## config.mk

```make
export PLATFORM = sky130hd
export DESIGN_NAME = clk_div_bank
export DESIGN_NICKNAME = d
export VERILOG_FILES = /design/src/rtl/clk_div_bank_pkg.sv /design/src/rtl/clk_div_bank_chan.sv /design/src/rtl/clk_div_bank.sv
export SDC_FILE = /design/constraint.sdc
export NUM_CORES = 1
export LEC_CHECK = 0
export BUFFER_PORTS_ARGS = -buffer_cell sky130_fd_sc_hd__buf_2
export CORE_UTILIZATION = 56
export DETAILED_ROUTE_END_ITERATION = 6
export GPL_TIMING_DRIVEN = 0
export PLACE_DENSITY_LB_ADDON = 0.05
export SYNTH_ARGS = -nofsm -noshare
export SYNTH_HDL_FRONTEND = slang
export SYNTH_HIERARCHICAL = 1
export SYNTH_SLANG_ARGS = --single-unit
```

## constraint.sdc

```tcl
create_clock -name clk -period 3.23 [get_ports clk]
set_clock_uncertainty 0.2 [all_clocks]
set_input_delay 0.323 -clock clk [delete_from_list [all_inputs] [get_ports clk]]
set_output_delay 0.323 -clock clk [all_outputs]
set_load 0.03 [all_outputs]
```

## src/rtl/clk_div_bank_pkg.sv

```systemverilog
// rtl/clk_div_bank_pkg.sv - shared constants, types and ratio clamp for clk_div_bank
package clk_div_bank_pkg;

  localparam int MIN_DIV   = 2;
  localparam int DEF_DIV_W = 8;

  typedef logic [DEF_DIV_W-1:0] div_t;

  // Width-agnostic so channels with a non-default DIV_W can share it.
  function automatic logic [31:0] clamp_div(input logic [31:0] div);
    return (div < 32'(MIN_DIV)) ? 32'(MIN_DIV) : div;
  endfunction

endpackage

```

## src/rtl/clk_div_bank_chan.sv

```systemverilog
// rtl/clk_div_bank_chan.sv - one divider channel: counter, ratio staging, output register, lock flag
module clk_div_chan
  import clk_div_bank_pkg::*;
#(
  parameter int DIV_W       = DEF_DIV_W,
  parameter int DEFAULT_DIV = MIN_DIV
) (
  input  logic             i_clk,
  input  logic             i_rst,
  input  logic             i_en,
  input  logic             i_sync,
  input  logic             i_wr,
  input  logic [DIV_W-1:0] i_wr_div,
  output logic             o_pending,
  output logic             o_clk,
  output logic             o_locked
);

  localparam logic [DIV_W-1:0] ONE = DIV_W'(1);

  logic [DIV_W-1:0] r_cnt;
  logic [DIV_W-1:0] r_div;
  logic [DIV_W-1:0] r_nxt_div;
  logic             r_pending;
  logic             r_en_q;
  logic             r_clk;
  logic             r_locked;

  logic [DIV_W-1:0] w_half;
  logic             w_wrap;
  logic             w_first;

  assign w_half  = r_div >> 1;
  assign w_wrap  = (r_cnt == r_div - ONE);
  assign w_first = i_en & ~r_en_q;

  // Ratio changes only land where cnt restarts at 0, so no runt pulse is possible.
  always_ff @(posedge i_clk or posedge i_rst) begin
    if (i_rst) begin
      r_cnt     <= '0;
      r_div     <= DIV_W'(DEFAULT_DIV);
      r_nxt_div <= DIV_W'(DEFAULT_DIV);
      r_pending <= 1'b0;
      r_en_q    <= 1'b0;
      r_clk     <= 1'b0;
      r_locked  <= 1'b0;
    end else begin
      r_en_q <= i_en;
      if (i_wr) begin
        r_nxt_div <= DIV_W'(clamp_div(32'(i_wr_div)));
        r_pending <= 1'b1;
      end
      if (!i_en) begin
        r_cnt    <= '0;
        r_clk    <= 1'b0;
        r_locked <= 1'b0;
      end else if (i_sync) begin
        if (r_pending) begin
          r_div     <= r_nxt_div;
          r_pending <= 1'b0;
        end
        r_cnt    <= '0;
        r_clk    <= 1'b0;
        r_locked <= 1'b0;
      end else if (w_wrap) begin
        r_cnt <= '0;
        r_clk <= 1'b0;
        if (r_pending) begin
          r_div     <= r_nxt_div;
          r_pending <= 1'b0;
          r_locked  <= 1'b0;
        end else begin
          r_locked <= 1'b1;
        end
      end else begin
        // cnt is 0 on the first enabled cycle, so the high phase starts regardless of ratio.
        if (w_first && r_pending) begin
          r_div     <= r_nxt_div;
          r_pending <= 1'b0;
        end
        r_clk <= (r_cnt < w_half);
        r_cnt <= r_cnt + ONE;
      end
    end
  end

  assign o_pending = r_pending;
  assign o_clk     = r_clk;
  assign o_locked  = r_locked;

endmodule

```

## src/rtl/clk_div_bank.sv

```systemverilog
// rtl/clk_div_bank.sv - bank of NUM_CH programmable clock dividers with a valid/ready ratio port
// Optional CLK_DIV_BANK_SYNC_EN adds sync_restart for phase-aligned restart of all channels.
module clk_div_bank
  import clk_div_bank_pkg::*;
#(
  parameter int  NUM_CH      = 4,
  parameter int  DIV_W       = DEF_DIV_W,
  parameter int  DEFAULT_DIV = 2,
  localparam int CH_W        = $clog2(NUM_CH)
) (
  input  logic              clk,
  input  logic              rst,
  input  logic [NUM_CH-1:0] en,
`ifdef CLK_DIV_BANK_SYNC_EN
  input  logic              sync_restart,
`endif
  input  logic              cfg_valid,
  output logic              cfg_ready,
  input  logic [CH_W-1:0]   cfg_ch,
  input  logic [DIV_W-1:0]  cfg_div,
  output logic [NUM_CH-1:0] outclk,
  output logic              rdclk,
  output logic              wrclk,
  output logic [NUM_CH-1:0] locked
);

  logic [NUM_CH-1:0] w_pending;
  logic [NUM_CH-1:0] w_wr;
  logic              w_ready;
  logic              w_sync;

`ifdef CLK_DIV_BANK_SYNC_EN
  assign w_sync = sync_restart;
`else
  assign w_sync = 1'b0;
`endif

  // Out-of-range channel numbers match nothing: ready stays high and the write is dropped.
  always_comb begin
    w_ready = 1'b1;
    for (int i = 0; i < NUM_CH; i++) begin
      if (cfg_ch == CH_W'(i)) w_ready = ~w_pending[i];
    end
  end

  assign cfg_ready = w_ready;

  for (genvar g = 0; g < NUM_CH; g++) begin : g_chan
    assign w_wr[g] = cfg_valid & w_ready & (cfg_ch == CH_W'(g));

    clk_div_chan #(
      .DIV_W      (DIV_W),
      .DEFAULT_DIV(DEFAULT_DIV)
    ) u_chan (
      .i_clk    (clk),
      .i_rst    (rst),
      .i_en     (en[g]),
      .i_sync   (w_sync),
      .i_wr     (w_wr[g]),
      .i_wr_div (cfg_div),
      .o_pending(w_pending[g]),
      .o_clk    (outclk[g]),
      .o_locked (locked[g])
    );
  end

  assign rdclk = outclk[0];
  assign wrclk = outclk[NUM_CH-1];

endmodule

```

==> results.sh, run 1 <==
export IMPL_chipWidth_um=108
export IMPL_fin_crit_sh=0.918
export IMPL_wl_met1_um=5790
export IMPL_crit_path_end_kind="register"
export IMPL_ff2ff_setup_slack_ns=0.27
export IMPL_synth_async_reset_ratio=1.00
export IMPL_ant_nets=0
export IMPL_post_cts_setup_buffers=0
export IMPL_antenna_found_initial=0
export IMPL_hold_ws_ns=0.0217
export IMPL_clk_pin_slew_worst_paths_ns=0.10
export IMPL_wl_um=12000
export IMPL_post_place_ws_ns=0.294
export IMPL_fp_coreArea_um2=10900
export IMPL_highest_layer="met4"
export IMPL_dr_wl_met3_um=312
export IMPL_crit_chain="inv_1 > ha_1 > xor2_1 > nand2_1 > a2111oi_4 > o21ai_2 > o31ai_4 > mux2_2"
export IMPL_hold_viol=0
export IMPL_cp_max_fo=9
export IMPL_layout_drive_gt1_share=0.185
export IMPL_clock_path_buffers=2
export IMPL_via_per_inst=5.63
export IMPL_dr_pass1_iters=4
export IMPL_place_area_um2=6640
export IMPL_worst_pin_slew_ns=1.05
export IMPL_root_buffer="clkbuf_8"
export IMPL_final_cell_mix="dfrtp_1 (104), nor2_1 (64), inv_1 (49)"
export IMPL_cp_arrival_ns=3.03
export IMPL_p_leak_nw=3.23
export IMPL_max_freq_mhz=337
export IMPL_ys_top_cells_by_area="dfrtp_1 (41%), mux2_2 (8.6%), xor2_1 (6.7%)"
export IMPL_ys_types=45
export IMPL_grt_use_total=0.231
export IMPL_routedWlPerCell_um=15.3
export IMPL_synth_ff_type="dfrtp_1"
export IMPL_io_buffers=27
export IMPL_fin_nets=688
export IMPL_slowest_stage="dfstp_2"
export IMPL_synth_edf_count=0
export IMPL_die_h_um=108
export IMPL_start_kind="register"
export IMPL_cts_buffers=9
export IMPL_yosysSeqAreaShare=0.446
export IMPL_clkSinkCount=112
export IMPL_synth_top_area_frac=0.413
export IMPL_cp_top_family="compound AO/OA/AOI/OAI gates"
export IMPL_status="completed"
export IMPL_wl_met2_um=5780
export IMPL_yosysWarnings=6
export IMPL_syn_area_per_cell_um2=10.7
export IMPL_grt_pass1_vias=4381
export IMPL_synth_seq_cells=112
export IMPL_syn2layout_area_growth_pct=9.02
export IMPL_finalMaxSlewViolations=0
export IMPL_die_area_um2=11700
export IMPL_grt_first_pass_wirelength_um=20900
export IMPL_final_common_cell="dfrtp_1"
export IMPL_grt_overflow=0
export IMPL_hold_class="in -> async"
export IMPL_initial_core_util=0.579
export IMPL_clk_latency_ns=0.38
export IMPL_cap_violations=0
export IMPL_slew_headroom=0.301
export IMPL_synthCells=590
export IMPL_hpwl_um=8870
export IMPL_finish_instance_area_um2=6870
export IMPL_rows=38
export IMPL_worst_slack_ns=0.266
export IMPL_cp_slowest_stage_delay_ns=0.60
export IMPL_htree_levels=3
export IMPL_vias=4412
export IMPL_worstPathRequired_ns=3.30
export IMPL_syn_cell_area_um2=6300
export IMPL_first_iter_violations=221
export IMPL_antenna_cells=0
export IMPL_yosysTopAreaCell="dfrtp_1"
export IMPL_grt_max_degree=29
export IMPL_setup_viol=0
export IMPL_io_pins=28
export IMPL_drc_errors=0
export IMPL_tritoncts="yes"
export IMPL_critPathBufInv=1
export IMPL_rsz0062_at_grt="false"
export IMPL_crit_type="reg -> reg"
export IMPL_fin_crit_ns=2.96
export IMPL_vdd_drop_max_mv=0.427
export IMPL_place_gp_congestion=0.831
export IMPL_powerDensity_nw_per_um2=748
export IMPL_final_setup_tns_ns=0
==> final cells by class <==
cell class	instances	area, um2
Fill cell	910	4020
Timing Repair Buffer	31	175
Inverter	49	184
Clock buffer	13	149
Tap cell	140	175
Multi-Input combinational cell	422	3270
Buffer	14	65.1
Clock inverter	3	42.5
Sequential cell	112	2810
==> cell usage after synthesis, types with 8 or more instances <==
cell and number:
inv_1 49, a21boi_0 8, xnor2_1 12, nand3_1 32
a21oi_1 8, and3_1 8, dfrtp_1 104, a32o_1 8
nand2b_1 12, nor2_1 64, clkbuf_1 8, nor3_1 13
nand2_1 13, a21o_1 16, o21ai_0 12, ha_1 32
mux2_2 48, xor2_1 48, dfstp_2 8
==> per-stage QoR <==
step,instances,utilization,power [mW]
after floorplan,597,-,3.86
after global placement,764,0.610,4.22
after detailed placement,764,0.610,4.32
after CTS,784,0.631,5.18
after global routing,784,0.631,5.54
final,784,0.631,5.14
==> kinds of logic after synthesis <==
family                     count (synthesis)  share of synthesized area
adders and majority gates                 32                     0.0635
AOI/OAI and AO/OA                        104                      0.145
other                                      1                   0.000595
and+or+nand+nor                          165                      0.126
DFF                                      112                      0.446
muxes                                     53                     0.0957
xor gates and xnor gates                  60                     0.0834
buffers and inverters                     63                     0.0395
==> registers in the layout, indices dropped and copies added (netlist names) <==
signal	flops
g_chan.u_chan/r_nxt_div	32
g_chan.u_chan/o_pending	4
g_chan.u_chan/r_cnt	32
g_chan.u_chan/r_div	32
g_chan.u_chan/r_en_q	4
g_chan.u_chan/o_locked	4
g_chan.u_chan/o_clk	4
==> repair_timing <==
item,CTS,global route
hold buffers,4,0
hold endpoints to repair,4,0
setup endpoints to repair,0,0
resized for setup,0,0
==> per-layer routing <==
metal | vias up | GRT usage
li1 | 2161 | -
met1 | 2185 | 0.304
met2 | 54 | 0.384
met3 | 12 | 0.0476
met4 | 0 | 0.0705
met5 | - | 0
==> where the power goes <==
group,switching [mW],internal [mW],leakage [nW]
clock,0.456,0.380,0.0936
combinational,1.06,0.957,1.73
sequential,0.420,1.87,1.40
total,1.93,3.20,3.23
==> path summary, 6_finish.rpt <==
path	start	end	cells past startpoint
max in group asynchronous	rst	g_chan[2].u_chan/r_cnt[1]	2
min	rst	g_chan[0].u_chan/r_div[4]	2
min in group clk	cfg_div[0]	g_chan[3].u_chan/r_nxt_div[0]	3
min reg2reg	g_chan[3].u_chan/r_nxt_div[4]	g_chan[3].u_chan/r_nxt_div[4]	1
max reg2reg	g_chan[1].u_chan/r_div[1]	g_chan[1].u_chan/r_div[6]	8
max	g_chan[1].u_chan/r_div[1]	g_chan[1].u_chan/r_div[6]	8
Note: power is estimated with default switching activity, not from simulation.
==> run 2: changes to the inputs <==
Settings changed: ABC_AREA set to 1, SLEW_MARGIN set to 0.
==> run 2 against run 1 <==
Sequential power shrank 4%. Critical path depth grew 4. Global-route usage decreased by 0.22 points. First-iteration DRC count rose by 10%. Hold slack improved by 0.049 ns. Area after synthesis increased by 4.0%. Power up 11%. Non-clock buffer count down 8. Critical endpoint is now g_chan[0].u_chan/r_div[2]. Largest cell class unchanged.
==> results.sh, run 2 <==
export IMPL_cp_max_fo=9
export IMPL_hold_class="in -> async"
export IMPL_post_place_ws_ns=1.04
export IMPL_fp_coreArea_um2=11400
export IMPL_synth_ff_type="dfrtp_1"
export IMPL_n_fill_cell=1009
export IMPL_fin_nets=926
export IMPL_synth_top_area_frac=0.397
export IMPL_ant_nets=0
export IMPL_crit_type="reg -> reg"
export IMPL_seq_area_um2=2810
export IMPL_grt_max_degree=29
export IMPL_yosysTopAreaCell="dfrtp_1"
export IMPL_hold_ws_ns=0.0711
export IMPL_post_cts_setup_buffers=0
export IMPL_wl_um=12600
export IMPL_use_met3=0.0529
export IMPL_clk_pin_slew_worst_paths_ns=0.07
export IMPL_clock_path_buffers=2
export IMPL_p_leak_nw=3.74
export IMPL_ctsResizeCount=0
export IMPL_worstPathRequired_ns=3.32
export IMPL_antenna_cells=0
export IMPL_htree_levels=3
export IMPL_die_h_um=110
export IMPL_place_gp_congestion=0.833
export IMPL_initial_core_util=0.574
export IMPL_syn_cell_area_um2=6560
export IMPL_hold_viol=0
export IMPL_vias=5134
export IMPL_r2r_end="g_chan[0].u_chan/r_div[2]"
export IMPL_clk_latency_ns=0.35
export IMPL_slew_headroom=0.277
export IMPL_place_area_um2=6910
export IMPL_synth_most_common_cell="nand2_1"
export IMPL_grt_use_total=0.229
export IMPL_synth_edf_count=0
export IMPL_use_met2=0.397
export IMPL_finalMaxSlewViolations=0
export IMPL_worst_slack_ns=1.04
export IMPL_netlist_top_cells_count="nand2_1 (262), dfrtp_1 (104), nor2_1 (97)"
export IMPL_rows=39
export IMPL_via_per_inst=5.01
export IMPL_clkSinkCount=112
export IMPL_final_common_cell="nand2_1"
export IMPL_antenna_found_initial=0
export IMPL_io_buffers=27
export IMPL_routedWlPerCell_um=12.3
export IMPL_holdBufCountCts=4
export IMPL_setup_viol=0
export IMPL_chipWidth_um=110
export IMPL_synthCells=824
export IMPL_timing_rr_start="g_chan[0].u_chan/r_div[1]"
export IMPL_dr_pass1_iters=4
export IMPL_grt_overflow=0
export IMPL_final_setup_tns_ns=0
export IMPL_drc_errors=0
export IMPL_grt_first_pass_wirelength_um=21600
export IMPL_fin_crit_sh=0.677
export IMPL_first_iter_violations=243
export IMPL_root_buffer="clkbuf_16"
export IMPL_ys_types=33
export IMPL_powerDensity_nw_per_um2=782
export IMPL_gr_max_usage_layer="met2"
export IMPL_yosysWarnings=6
export IMPL_status="completed"
export IMPL_finish_instance_area_um2=7260
export IMPL_synth_async_reset_ratio=1.00
export IMPL_rsz0062_at_grt="false"
export IMPL_crit_path_end_kind="register"
export IMPL_hpwl_um=9440
export IMPL_fin_crit_ns=2.19
export IMPL_cts_buffers=9
export IMPL_tritoncts="yes"
export IMPL_layout_drive_gt1_share=0.126
export IMPL_syn_area_per_cell_um2=7.96
export IMPL_cap_violations=0
export IMPL_grt_use_met1=0.289
export IMPL_reg2regPathDepth=12
export IMPL_io_pins=28
export IMPL_die_area_um2=12100
export IMPL_cp_arrival_ns=2.27
export IMPL_worst_pin_slew_ns=1.08
export IMPL_yosysSeqAreaShare=0.429
export IMPL_multi_input_area_um2=3430
export IMPL_start_kind="register"
export IMPL_largest_registers="g_chan.u_chan/r_cnt: 32 flops, g_chan.u_chan/r_div: 32 flops, g_chan.u_chan/r_nxt_div: 32 flops"
export IMPL_syn2layout_area_growth_pct=10.8
export IMPL_max_freq_mhz=457
export IMPL_ff2ff_setup_slack_ns=1.04
export IMPL_final_cell_mix="nand2_1 (262), dfrtp_1 (104), nor2_1 (97)"
export IMPL_synth_seq_cells=112
export IMPL_ys_top_cells_by_area="dfrtp_1 (40%), nand2_1 (15%), ha_1 (6.1%)"
export IMPL_vdd_drop_max_mv=0.637
export IMPL_grt_pass1_vias=4930
## run 2: changes by cell type after synthesis, moves of 12 or more
cell | previous run | this run
inv_1 | 49 | 74
a21o_1 | 16 | 0
mux2_2 | 48 | 0
nand3_1 | 32 | 70
nor2_1 | 64 | 97
nand2_1 | 13 | 262
nand2b_1 | 12 | 0
xor2_1 | 48 | 24
nand2_2 | 0 | 15
## run 2: metal layers
metal / up-vias / share of wire
met4: 0 / 0.0048
li1: 2682 / -
met2: 51 / 0.49
met3: 6 / 0.026
met5: - / 0
met1: 2395 / 0.48
## run 2: through the flow
stage                     utilization  instances  total power, mW
after floorplan                     -        835             4.05
after global placement          0.605       1005             4.44
after detailed placement        0.605       1005             4.54
after CTS                       0.636       1025             5.75
after global routing            0.636       1025             6.19
final                           0.636       1025             5.68
## run 2: power by group
part / leakage (nW) / internal, mW / switching, mW / total [mW]
sequential: 1.44 / 1.82 / 0.379 / 2.20
clock: 0.149 / 0.666 / 0.482 / 1.15
combinational: 2.15 / 0.895 / 1.43 / 2.33
total: 3.74 / 3.38 / 2.30 / 5.68
## run 2: logic make-up after synthesis
group	synth area share
other	0.000572
adders and majority gates	0.0611
xor gates and xnor gates	0.0672
DFF	0.429
AOI/OAI and AO/OA	0.0397
buffers and inverters	0.0538
and+or+nand+nor	0.349
## run 2: critical path, stage by stage, from the launching register on
cell and delay [ns]:
dfstp_2 0.57, inv_1 0.05, ha_1 0.29, or2_2 0.30, nand3_1 0.10, nor2_2 0.04, nand2_1 0.11, nor2_4 0.05
nand3_4 0.11, nand2_8 0.09, nand2_4 0.11, nand2_1 0.06, nand2_1 0.06
## run 2: how the worst max path moves through the flow
stage                                          from                   endpoint  slack (ns)
after CTS                 g_chan[1].u_chan/r_div[1]  g_chan[1].u_chan/r_div[6]        1.03
after global placement    g_chan[2].u_chan/r_div[1]  g_chan[2].u_chan/r_div[0]        1.10
final                     g_chan[0].u_chan/r_div[1]  g_chan[0].u_chan/r_div[2]        1.04
after global routing      g_chan[2].u_chan/r_div[1]  g_chan[2].u_chan/r_div[2]        0.85
after floorplan           g_chan[0].u_chan/r_div[1]  g_chan[0].u_chan/r_div[6]        1.22
after detailed placement  g_chan[0].u_chan/r_div[1]  g_chan[0].u_chan/r_div[0]        1.04
## run 2: cell type report
cell class,count,area share
plain buffers,6,0.00414
clock buffers,14,0.0377
clock inverters,2,0.00517
inverters,86,0.0445
multi-input cells,631,0.472
flip-flops and latches,112,0.387
well taps,143,0.0246
repair buffers,31,0.0241
==> run 3: changes to the inputs <==
Settings changed: ABC_AREA 1 to 0.
Clock period 3.23 ns to 2 ns, I/O delays scaled along.
==> run 3 against run 2 <==
The flow now finishes with violations (setup timing). Highest routed layer unchanged. Wire length grew 9.0%. Power increased by 68%. Combinational power is 82% higher. Clock-buffer cell count down 4. Core utilization increased by 7.0 points. Global-route usage up 2.5 points. Critical endpoint is now g_chan[2].u_chan/r_div[7].
==> results.sh, run 3 (synthesis results as in run 1) <==
export IMPL_status="complete, but fails checks"
export IMPL_violations="setup timing"
export IMPL_clock_path_buffers=2
export IMPL_chipWidth_um=108
export IMPL_antenna_cells=0
export IMPL_slew_headroom=0.260
export IMPL_final_common_cell="dfrtp_1"
export IMPL_syn2layout_area_growth_pct=22.0
export IMPL_hold_class="in -> reg"
export IMPL_dr_pass1_iters=5
export IMPL_cap_violations=0
export IMPL_cts_buffers=9
export IMPL_crit_type="reg -> reg"
export IMPL_fin_nets=733
export IMPL_initial_core_util=0.579
export IMPL_antenna_found_initial=0
export IMPL_worstPathRequired_ns=2.08
export IMPL_post_place_ws_ns=-0.812
export IMPL_setup_viol=76
export IMPL_place_gp_congestion=0.842
export IMPL_cp_arrival_ns=2.72
export IMPL_grt_overflow=0
export IMPL_finish_instance_area_um2=7690
export IMPL_layout_drive_gt1_share=0.283
export IMPL_rows=38
export IMPL_grt_use_total=0.253
export IMPL_die_h_um=108
export IMPL_p_leak_nw=3.57
export IMPL_hpwl_um=8940
export IMPL_die_area_um2=11700
export IMPL_place_area_um2=6780
export IMPL_grt_first_pass_wirelength_um=22800
export IMPL_clk_latency_ns=0.38
export IMPL_highest_layer="met4"
export IMPL_wl_met1_um=6610
export IMPL_largest_registers="g_chan.u_chan/r_cnt: 32 flops, g_chan.u_chan/r_div: 32 flops, g_chan.u_chan/r_nxt_div: 32 flops"
export IMPL_vias=4699
export IMPL_via_per_inst=5.67
export IMPL_rsz0062_at_grt="true"
export IMPL_fp_coreArea_um2=10900
export IMPL_ff2ff_setup_slack_ns=-0.64
export IMPL_routedWlPerCell_um=16.5
export IMPL_tritoncts="yes"
export IMPL_max_freq_mhz=379
export IMPL_cp_max_fo=7
export IMPL_vdd_drop_max_mv=0.699
export IMPL_fin_crit_sh=1.32
export IMPL_hold_viol=0
export IMPL_powerDensity_nw_per_um2=1240
export IMPL_start_kind="register"
export IMPL_grt_max_degree=29
export IMPL_worst_slack_ns=-0.638
export IMPL_finalMaxSlewViolations=0
export IMPL_clkSinkCount=112
export IMPL_dr_wl_met3_um=454
export IMPL_ant_nets=0
export IMPL_first_iter_violations=292
export IMPL_fin_crit_ns=2.64
export IMPL_root_buffer="clkbuf_8"
export IMPL_htree_levels=3
export IMPL_clk_pin_slew_worst_paths_ns=0.10
export IMPL_io_buffers=27
export IMPL_worst_pin_slew_ns=1.11
export IMPL_final_cell_mix="dfrtp_1 (98), nor2_1 (57), xor2_1 (48)"
export IMPL_finish_utilization=0.706
export IMPL_grt_pass1_vias=4773
export IMPL_crit_path_end_kind="register"
export IMPL_wl_um=13700
export IMPL_io_pins=28
export IMPL_wl_met2_um=6440
export IMPL_drc_errors=0
==> run 3: critical path, cell delays in order (launching register included) <==
cell and delay (ns):
dfstp_2 0.58, inv_2 0.05, ha_4 0.25, xor2_1 0.13, nand2_1 0.11, a2111oi_4 0.36, o21ai_4 0.12, o31ai_4 0.26
buf_12 0.17, mux2_4 0.30
==> run 3: metrics by stage <==
step                setup TNS, ns  hold slack, ns  std cells  total power [mW]
floorplan                  -24.66          0.0314        597              6.56
global placement           -42.82           0.159        764              7.17
detailed placement         -46.41           0.164        764              7.35
CTS                        -29.23         0.00558        820              9.45
global route               -42.74          0.0369        829              10.2
finish                     -33.30          0.0318        829              9.52
==> run 3: power breakdown <==
part           switching [mW]  leakage, nW  internal, mW
sequential              0.701         1.40          3.02
combinational            2.13         2.06          2.13
clock                   0.795        0.117         0.747
==> run 3: cell type report <==
| class | count | area, um2 |
|---|---|---|
| plain buffers | 14 | 66.3 |
| clock inverters | 6 | 91.3 |
| well taps | 140 | 175 |
| clock buffers | 10 | 138 |
| flip-flops and latches | 112 | 2820 |
| fillers | 802 | 3200 |
| inverters | 49 | 184 |
| repair buffers | 72 | 588 |
| multi-input cells | 426 | 3620 |
==> run 3: layer usage <==
metal	GRT usage	vias to the layer above
met3	0.0265	16
met1	0.351	2336
li1	-	2259
met4	0.0988	0
met5	0	-
met2	0.409	88
==> run 3: worst paths after layout <==
| kind | startpoint | end | cells after the start |
|---|---|---|---|
| worst max-delay path | g_chan[2].u_chan/r_div[1] | g_chan[2].u_chan/r_div[7] | 9 |
| worst min-delay path | cfg_div[7] | g_chan[3].u_chan/r_nxt_div[7] | 2 |
| worst max register to register | g_chan[2].u_chan/r_div[1] | g_chan[2].u_chan/r_div[7] | 9 |
| worst min register to register | g_chan[0].u_chan/r_nxt_div[7] | g_chan[0].u_chan/r_div[7] | 1 |
| max in group asynchronous | rst | g_chan[2].u_chan/r_div[0] | 3 |
| min in group asynchronous | rst | g_chan[0].u_chan/r_cnt[6] | 3 |
==> run 3: repair_timing <==
item	4_1_cts	5_1_grt
pin swaps	11	34
buffers inserted	24	9
resized for setup	36	18
endpoints found under the hold margin	135	0
gates cloned	4	0
hold buffers	12	0
setup endpoints to repair	80	83
